===== src/rtl/echo_emulator.sv =====
// HC-SR04 sensor-side stand-in: qualifies a trig pulse, then returns an echo
// whose width is the programmed distance in us. Optional macro ECHO_JITTER_EN.
module echo_emulator #(
  parameter int unsigned CLK_PER_US  = 40,
  parameter int unsigned MIN_TRIG_US = 10,
  parameter int unsigned LATENCY_US  = 250,
  parameter int unsigned MAX_ECHO_US = 38000,
  parameter int unsigned COOLDOWN_US = 100
) (
  input  logic        clk,
  input  logic        reset,
  input  logic        trig,
  input  logic [15:0] dist_us,
  output logic        echo,
  output logic        busy,
  output logic [7:0]  echo_count,
  output logic        short_trig
);
  localparam int unsigned MIN_CYC  = MIN_TRIG_US * CLK_PER_US;
  localparam int unsigned LAT_CYC  = LATENCY_US * CLK_PER_US;
  localparam int unsigned MAXE_CYC = MAX_ECHO_US * CLK_PER_US;
  localparam int unsigned COOL_CYC = COOLDOWN_US * CLK_PER_US;
  localparam int unsigned BIG_A    = (LAT_CYC > COOL_CYC) ? LAT_CYC : COOL_CYC;
  localparam int unsigned BIG      = (MAXE_CYC > BIG_A) ? MAXE_CYC : BIG_A;
  localparam int unsigned CYC_W    = ($clog2(BIG + 1) > 21) ? $clog2(BIG + 1) : 21;
  localparam int unsigned CNT_W    = $clog2(MIN_CYC + 1);

  localparam logic [CNT_W-1:0] MIN_C  = CNT_W'(MIN_CYC);
  localparam logic [CYC_W-1:0] LAT_T  = CYC_W'(LAT_CYC - 1);
  localparam logic [CYC_W-1:0] COOL_T = CYC_W'(COOL_CYC - 1);
  localparam logic [15:0]      MAX_W  = 16'(MAX_ECHO_US);

  typedef enum logic [2:0] {S_IDLE, S_TRIG_HI, S_DELAY, S_ECHO, S_COOL} state_t;

  state_t           state_q;
  logic             trig_m_q, trig_s_q, trig_p_q;
  logic [2:0]       arm_q;
  logic [CNT_W-1:0] wcnt_q;
  logic [CYC_W-1:0] cyc_q;
  logic [15:0]      width_q;
  logic             echo_q, busy_q, short_q;
  logic [7:0]       count_q;

  logic             rise, fall, accept;
  logic [15:0]      w_base, w_sel;
  logic [CYC_W-1:0] echo_cyc;

  // Edges are only trusted once the synchronizer holds real samples, so a trig
  // already high at reset release is not mistaken for a rising edge.
  assign rise     = arm_q[2] & trig_s_q & ~trig_p_q;
  assign fall     = arm_q[2] & ~trig_s_q & trig_p_q;
  assign accept   = (state_q == S_TRIG_HI) && fall && (wcnt_q >= MIN_C);
  assign w_base   = (dist_us != '0 && dist_us <= MAX_W) ? dist_us : MAX_W;
  assign echo_cyc = CYC_W'(width_q) * CYC_W'(CLK_PER_US);

`ifdef ECHO_JITTER_EN
  logic [15:0]        lfsr_q, lfsr_d;
  logic signed [17:0] w_jit;

  assign lfsr_d = {lfsr_q[14:0], lfsr_q[15] ^ lfsr_q[14] ^ lfsr_q[12] ^ lfsr_q[3]};
  assign w_jit  = $signed({2'b00, w_base}) + $signed({{14{lfsr_d[3]}}, lfsr_d[3:0]});

  always_comb begin
    if (w_jit < 18'sd1)                          w_sel = 16'd1;
    else if (w_jit > $signed({2'b00, MAX_W}))    w_sel = MAX_W;
    else                                         w_sel = w_jit[15:0];
  end

  always_ff @(posedge clk or negedge reset) begin
    if (!reset)      lfsr_q <= 16'hACE1;
    else if (accept) lfsr_q <= lfsr_d;
  end
`else
  always_comb w_sel = w_base;
`endif

  always_ff @(posedge clk or negedge reset) begin
    if (!reset) begin
      state_q  <= S_IDLE;
      trig_m_q <= 1'b0;
      trig_s_q <= 1'b0;
      trig_p_q <= 1'b0;
      arm_q    <= '0;
      wcnt_q   <= '0;
      cyc_q    <= '0;
      width_q  <= '0;
      echo_q   <= 1'b0;
      busy_q   <= 1'b0;
      short_q  <= 1'b0;
      count_q  <= '0;
    end else begin
      trig_m_q <= trig;
      trig_s_q <= trig_m_q;
      trig_p_q <= trig_s_q;
      arm_q    <= {arm_q[1:0], 1'b1};
      unique case (state_q)
        S_IDLE: begin
          if (rise) begin
            wcnt_q  <= CNT_W'(1);
            state_q <= S_TRIG_HI;
          end
        end
        S_TRIG_HI: begin
          if (accept) begin
            width_q <= w_sel;
            busy_q  <= 1'b1;
            cyc_q   <= '0;
            state_q <= S_DELAY;
          end else if (fall) begin
            short_q <= 1'b1;
            state_q <= S_IDLE;
          end else if (wcnt_q != '1) begin
            wcnt_q <= wcnt_q + 1'b1;
          end
        end
        S_DELAY: begin
          if (cyc_q == LAT_T) begin
            cyc_q   <= '0;
            echo_q  <= 1'b1;
            state_q <= S_ECHO;
          end else begin
            cyc_q <= cyc_q + 1'b1;
          end
        end
        S_ECHO: begin
          if (cyc_q == echo_cyc - 1'b1) begin
            cyc_q   <= '0;
            echo_q  <= 1'b0;
            count_q <= count_q + 1'b1;
            state_q <= S_COOL;
          end else begin
            cyc_q <= cyc_q + 1'b1;
          end
        end
        S_COOL: begin
          if (cyc_q == COOL_T) begin
            cyc_q   <= '0;
            busy_q  <= 1'b0;
            state_q <= S_IDLE;
          end else begin
            cyc_q <= cyc_q + 1'b1;
          end
        end
        default: state_q <= S_IDLE;
      endcase
    end
  end

  assign echo       = echo_q;
  assign busy       = busy_q;
  assign echo_count = count_q;
  assign short_trig = short_q;

endmodule


===== config.mk =====
export PLATFORM = sky130hd
export DESIGN_NAME = echo_emulator
export DESIGN_NICKNAME = d
export VERILOG_FILES = /design/src/rtl/echo_emulator.sv
export SDC_FILE = /design/constraint.sdc
export NUM_CORES = 1
export LEC_CHECK = 0
export ABC_AREA = 1
export ABC_CLOCK_PERIOD_IN_PS = 7100
export CAP_MARGIN = 10
export CORE_MARGIN = 4
export CORE_UTILIZATION = 39
export DETAILED_ROUTE_END_ITERATION = 10
export PLACE_DENSITY = 0.66
export SLEW_MARGIN = 10
export SYNTH_ARGS = -nofsm -noshare
export SYNTH_HDL_FRONTEND = slang
export SYNTH_SLANG_ARGS = --single-unit

===== constraint.sdc =====
create_clock -name clk -period 7.1 [get_ports clk]
set_input_delay 1.42 -clock clk [delete_from_list [all_inputs] [get_ports clk]]
set_output_delay 1.42 -clock clk [all_outputs]
set_load 0.03 [all_outputs]

==> key figures <==
STA
  – Min cycle time layout: 3.82 ns
  – Sum of negative setup slack: 0 ns
  – Hold Vio Cnt, Final: 0
  – Setup repair after global routing missed its margin: no
  – Least setup slack across all paths after layout: 3.28 ns
  – Achievable Freq: 0.261 GHz
  – Tightest slew margin relative to the limit: 43.7%
  – Final critical-path share of the clock period: 53.9%
  – Worst Hold Slack: 0.346 ns
  – Least-Margin Pin Slew: 0.844 ns
  – Final Slew Violations: 0
  – Final setup viols: 0
  – Setup skew after layout: 0.00425 ns

Power
  – Power per standard cell area: 160 nW/um^2
  – Leakage: 0.00314 uW
  – Worst IR drop on VDD: 0.142 mV

Place
  – Total of buffers placed on input and output ports: 29
  – Weighted congestion reported at the end of routability-driven placement: 0.853
  – Total instance count after detailed placement: 1,029
  – Hpwl dp: 9.75 mm
  – Minimum setup slack after placement: 3.33 ns

Cells and area
  – Number of antenna cells inserted: 0
  – Synth-to-Final Area Change: 14.2%
  – Final layout net count: 914
  – Area taken by flip-flops and latches: 1650 sq um
  – Area occupied by multi-input gates: 3260 sq um
  – Fraction of layout instances using a drive strength above 1: 7.86%
  – Non-filler instance count after layout: 1,045
  – End-of-flow core utilization: 45.2%
  – FILL cells: 1,426

Detailed routing
  – Number of DRC markers after the initial detailed-route iteration: 279
  – Post-detailed-route via-to-cell ratio: 4.88
  – Total wire length after detailed routing: 12.4 mm
  – Number of nets still failing antenna checks after routing: 0
  – Residual DRC count: 0
  – Routed length per instance: 11.9 um
  – Number of optimization iterations in the first detailed-route pass: 5
  – Routed via count: 5,096

Floorplan
  – Horizontal die dimension: 126 um
  – Chip height: 126 um
  – Boundary Pins: 30
  – Starting density of the core: 39.6%
  – Area enclosed by the die boundary: 16,000 sq um
  – Core area: 13,800 sq um
  – Standard-cell rows: 43

Logic synthesis
  – Commonest register cell after synthesis: sky130_fd_sc_hd__dfrtp_1
  – Post-synthesis cell type count: 37
  – Number of instances in the synthesized netlist: 828
  – Cell area after synthesis: 5470 sq um
  – Post-synthesis cell type with the largest combined area: sky130_fd_sc_hd__dfrtp_1
  – Share of synthesized flip-flops with an asynchronous set or reset: 100%
  – Avg Cell Area, Syn: 6.61 sq um
  – Portion of the post-synthesis area used by sequential elements: 30.2%
  – Number of enable-type register cells in the synthesized netlist: 0
  – Yosys warning total: 0
  – Synth top area share: 30.2%
  – Number of nets produced by synthesis: 882
  – Synth area leaders: sky130_fd_sc_hd__dfrtp_1 (30%), sky130_fd_sc_hd__nand2_1 (17%), sky130_fd_sc_hd__inv_1 (8.5%)
  – Seq cells post-synth: 66

GRT
  – Number of global-route vias before repair: 4,836
  – Wire length of the first global-routing pass: 22.0 mm
  – Initial antenna violation count: 0
  – Total routing resource utilization after global routing: 16.4%
  – Largest net degree at the start of global routing: 67
  – Overflow left after global routing: 0

Setup path
  – Endpoint of the worst-slack reg-to-reg timing path: cyc_q[9]
  – Critical-path maximum fanout: 20
  – Register-to-Register Path Depth: 23
  – FF-to-FF setup slack: 3.28 ns
  – Crit. Startpoint: width_q[3]
  – Critical Setup Path Class: flip-flop to flip-flop
  – Req. time, crit path: 7.29 ns
  – Critical Path Sink Type: flip-flop
  – Source of the worst register-to-register timing path: width_q[3]
  – End point of the critical path: cyc_q[9]
  – Type of element launching the critical path: flip-flop
  – Data arrival time at the worst-slack endpoint: 4.02 ns

Flow run
  – Max-cap violation count: 0

Clock network
  – Number of buffers inserted during clock tree synthesis: 9
  – Post-CTS setup-driven buffer insertion count: 0
  – Clock tree sinks: 66
  – Clock tree from TritonCTS: yes
  – Maximum count of clock buffers along a single path: 2
  – CTS Root Cell: sky130_fd_sc_hd__clkbuf_16
  – Cts repair resizes: 0
  – Max H-tree Level: 3
  – Worst skew pair latency: 0.33 ns
  – CTS Hold Bufs: 0
  – Worst-path clk slew: 0.06 ns

Hold path
  – Worst min-delay path category: flip-flop to flip-flop

Status
  – Status: finished, final reports clean
[registers in the layout, indices dropped and copies added (netlist names)]
signal and count:
arm_q 3, busy 1, cyc_q 21, echo 1, echo_count 8, short_trig 1
state_q 3, trig_m_q 1, trig_p_q 1, trig_s_q 1, wcnt_q 9, width_q 16
[area by class of cell]
class,instances,share of cell area [%]
inverters,135,8.11
clock buffers,9,3.60
repair buffers,32,4.92
well taps,180,3.60
flip-flops and latches,66,26.4
clock inverters,7,1.24
multi-input cells,616,52.1
[synth_stat cells, types with 2 or more instances]
cell	count
sky130_fd_sc_hd__nand2_1	251
sky130_fd_sc_hd__inv_1	124
sky130_fd_sc_hd__nand3_1	79
sky130_fd_sc_hd__dfrtp_1	66
sky130_fd_sc_hd__nor2_1	66
sky130_fd_sc_hd__ha_1	34
sky130_fd_sc_hd__xor2_1	30
sky130_fd_sc_hd__o21ai_0	22
sky130_fd_sc_hd__nand2_2	19
sky130_fd_sc_hd__nand4_1	19
sky130_fd_sc_hd__o21ai_1	18
sky130_fd_sc_hd__nor3_1	14
sky130_fd_sc_hd__a21oi_1	11
sky130_fd_sc_hd__inv_2	10
sky130_fd_sc_hd__clkbuf_1	8
sky130_fd_sc_hd__a31oi_1	7
sky130_fd_sc_hd__nor4_1	7
sky130_fd_sc_hd__nor2_2	6
sky130_fd_sc_hd__nand3_2	4
sky130_fd_sc_hd__nor2_4	4
sky130_fd_sc_hd__o31ai_1	4
sky130_fd_sc_hd__a211oi_1	3
sky130_fd_sc_hd__nor3b_1	3
sky130_fd_sc_hd__a21oi_2	2
sky130_fd_sc_hd__buf_6	2
sky130_fd_sc_hd__nand2_4	2
sky130_fd_sc_hd__nand3b_1	2
sky130_fd_sc_hd__xnor2_1	2
[cells in the final DEF, fill, tap and decap left out, drive strengths merged, types with 13 or more instances in the layout]
cell and n:
a21oi 13, nor2 76, inv 135, nand3 83, dfrtp 66, o21ai 40
nand4 19, clkdlybuf4s50 28, ha 34, nor3 15, xor2 30, nand2 272
[layer usage]
metal  vias up  global-route usage, %  share of wire (%)
met5         -                      0                  0
met4         0                   4.54                1.4
met1      2322                   22.3                 50
met3        14                   2.61                2.4
li1       2710                      -                  -
met2        50                   27.1                 46
[where the power goes]
| group | switching [uW] | internal (uW) | total, uW |
|---|---|---|---|
| clock network | 179 | 274 | 453 |
| logic | 94.9 | 48.8 | 144 |
| registers | 11.1 | 392 | 403 |
| total | 285 | 715 | 1000 |
[worst min-delay path by stage]
stage	startpoint	endpoint	slack (ns)	cells after the start
floorplan	arm_q[0]	arm_q[1]	0.33	0
global placement	trig_m_q	trig_s_q	0.33	0
detailed placement	arm_q[0]	arm_q[1]	0.33	0
CTS	trig_m_q	trig_s_q	0.35	0
global route	trig_m_q	trig_s_q	0.36	0
finish	trig_m_q	trig_s_q	0.35	0
[worst max-delay path, cell delays in order (launching register included)]
cell,delay (ns)
sky130_fd_sc_hd__dfrtp_1,0.40
sky130_fd_sc_hd__ha_1,0.29
sky130_fd_sc_hd__ha_1,0.21
sky130_fd_sc_hd__inv_1,0.07
sky130_fd_sc_hd__fa_1,0.50
sky130_fd_sc_hd__inv_1,0.06
sky130_fd_sc_hd__nor2_1,0.12
sky130_fd_sc_hd__nand2_1,0.12
sky130_fd_sc_hd__nor2_4,0.12
sky130_fd_sc_hd__nand3_1,0.08
sky130_fd_sc_hd__nor2_1,0.18
sky130_fd_sc_hd__nand3_1,0.16
sky130_fd_sc_hd__nor2_4,0.16
sky130_fd_sc_hd__inv_1,0.05
sky130_fd_sc_hd__nand2_1,0.06
sky130_fd_sc_hd__nand2_1,0.06
sky130_fd_sc_hd__nor2_1,0.13
sky130_fd_sc_hd__nand3_1,0.08
sky130_fd_sc_hd__nor2_1,0.09
sky130_fd_sc_hd__nand2_1,0.11
sky130_fd_sc_hd__nand2_2,0.13
sky130_fd_sc_hd__nand2_2,0.27
sky130_fd_sc_hd__nand2_1,0.16
sky130_fd_sc_hd__o21ai_1,0.08
[cell families after synthesis]
family                   synth area share (%)
AND/OR/NAND/NOR                          39.1
flip-flops                               30.2
XOR/XNOR                                 5.12
adder cells (fa/ha/maj)                  8.14
AO/OA/AOI/OAI                            7.02
buffers and inverters                    10.4
other                                  0.0685
[per-stage QoR]
stage               power [uW]  instance area (sq um)
floorplan                  506                   5470
global placement           554                   5950
detailed placement         555                   5950
CTS                       1010                   6250
global route              1050                   6250
finish                    1000                   6250
No activity file was read; power rests on OpenSTA's default activity.
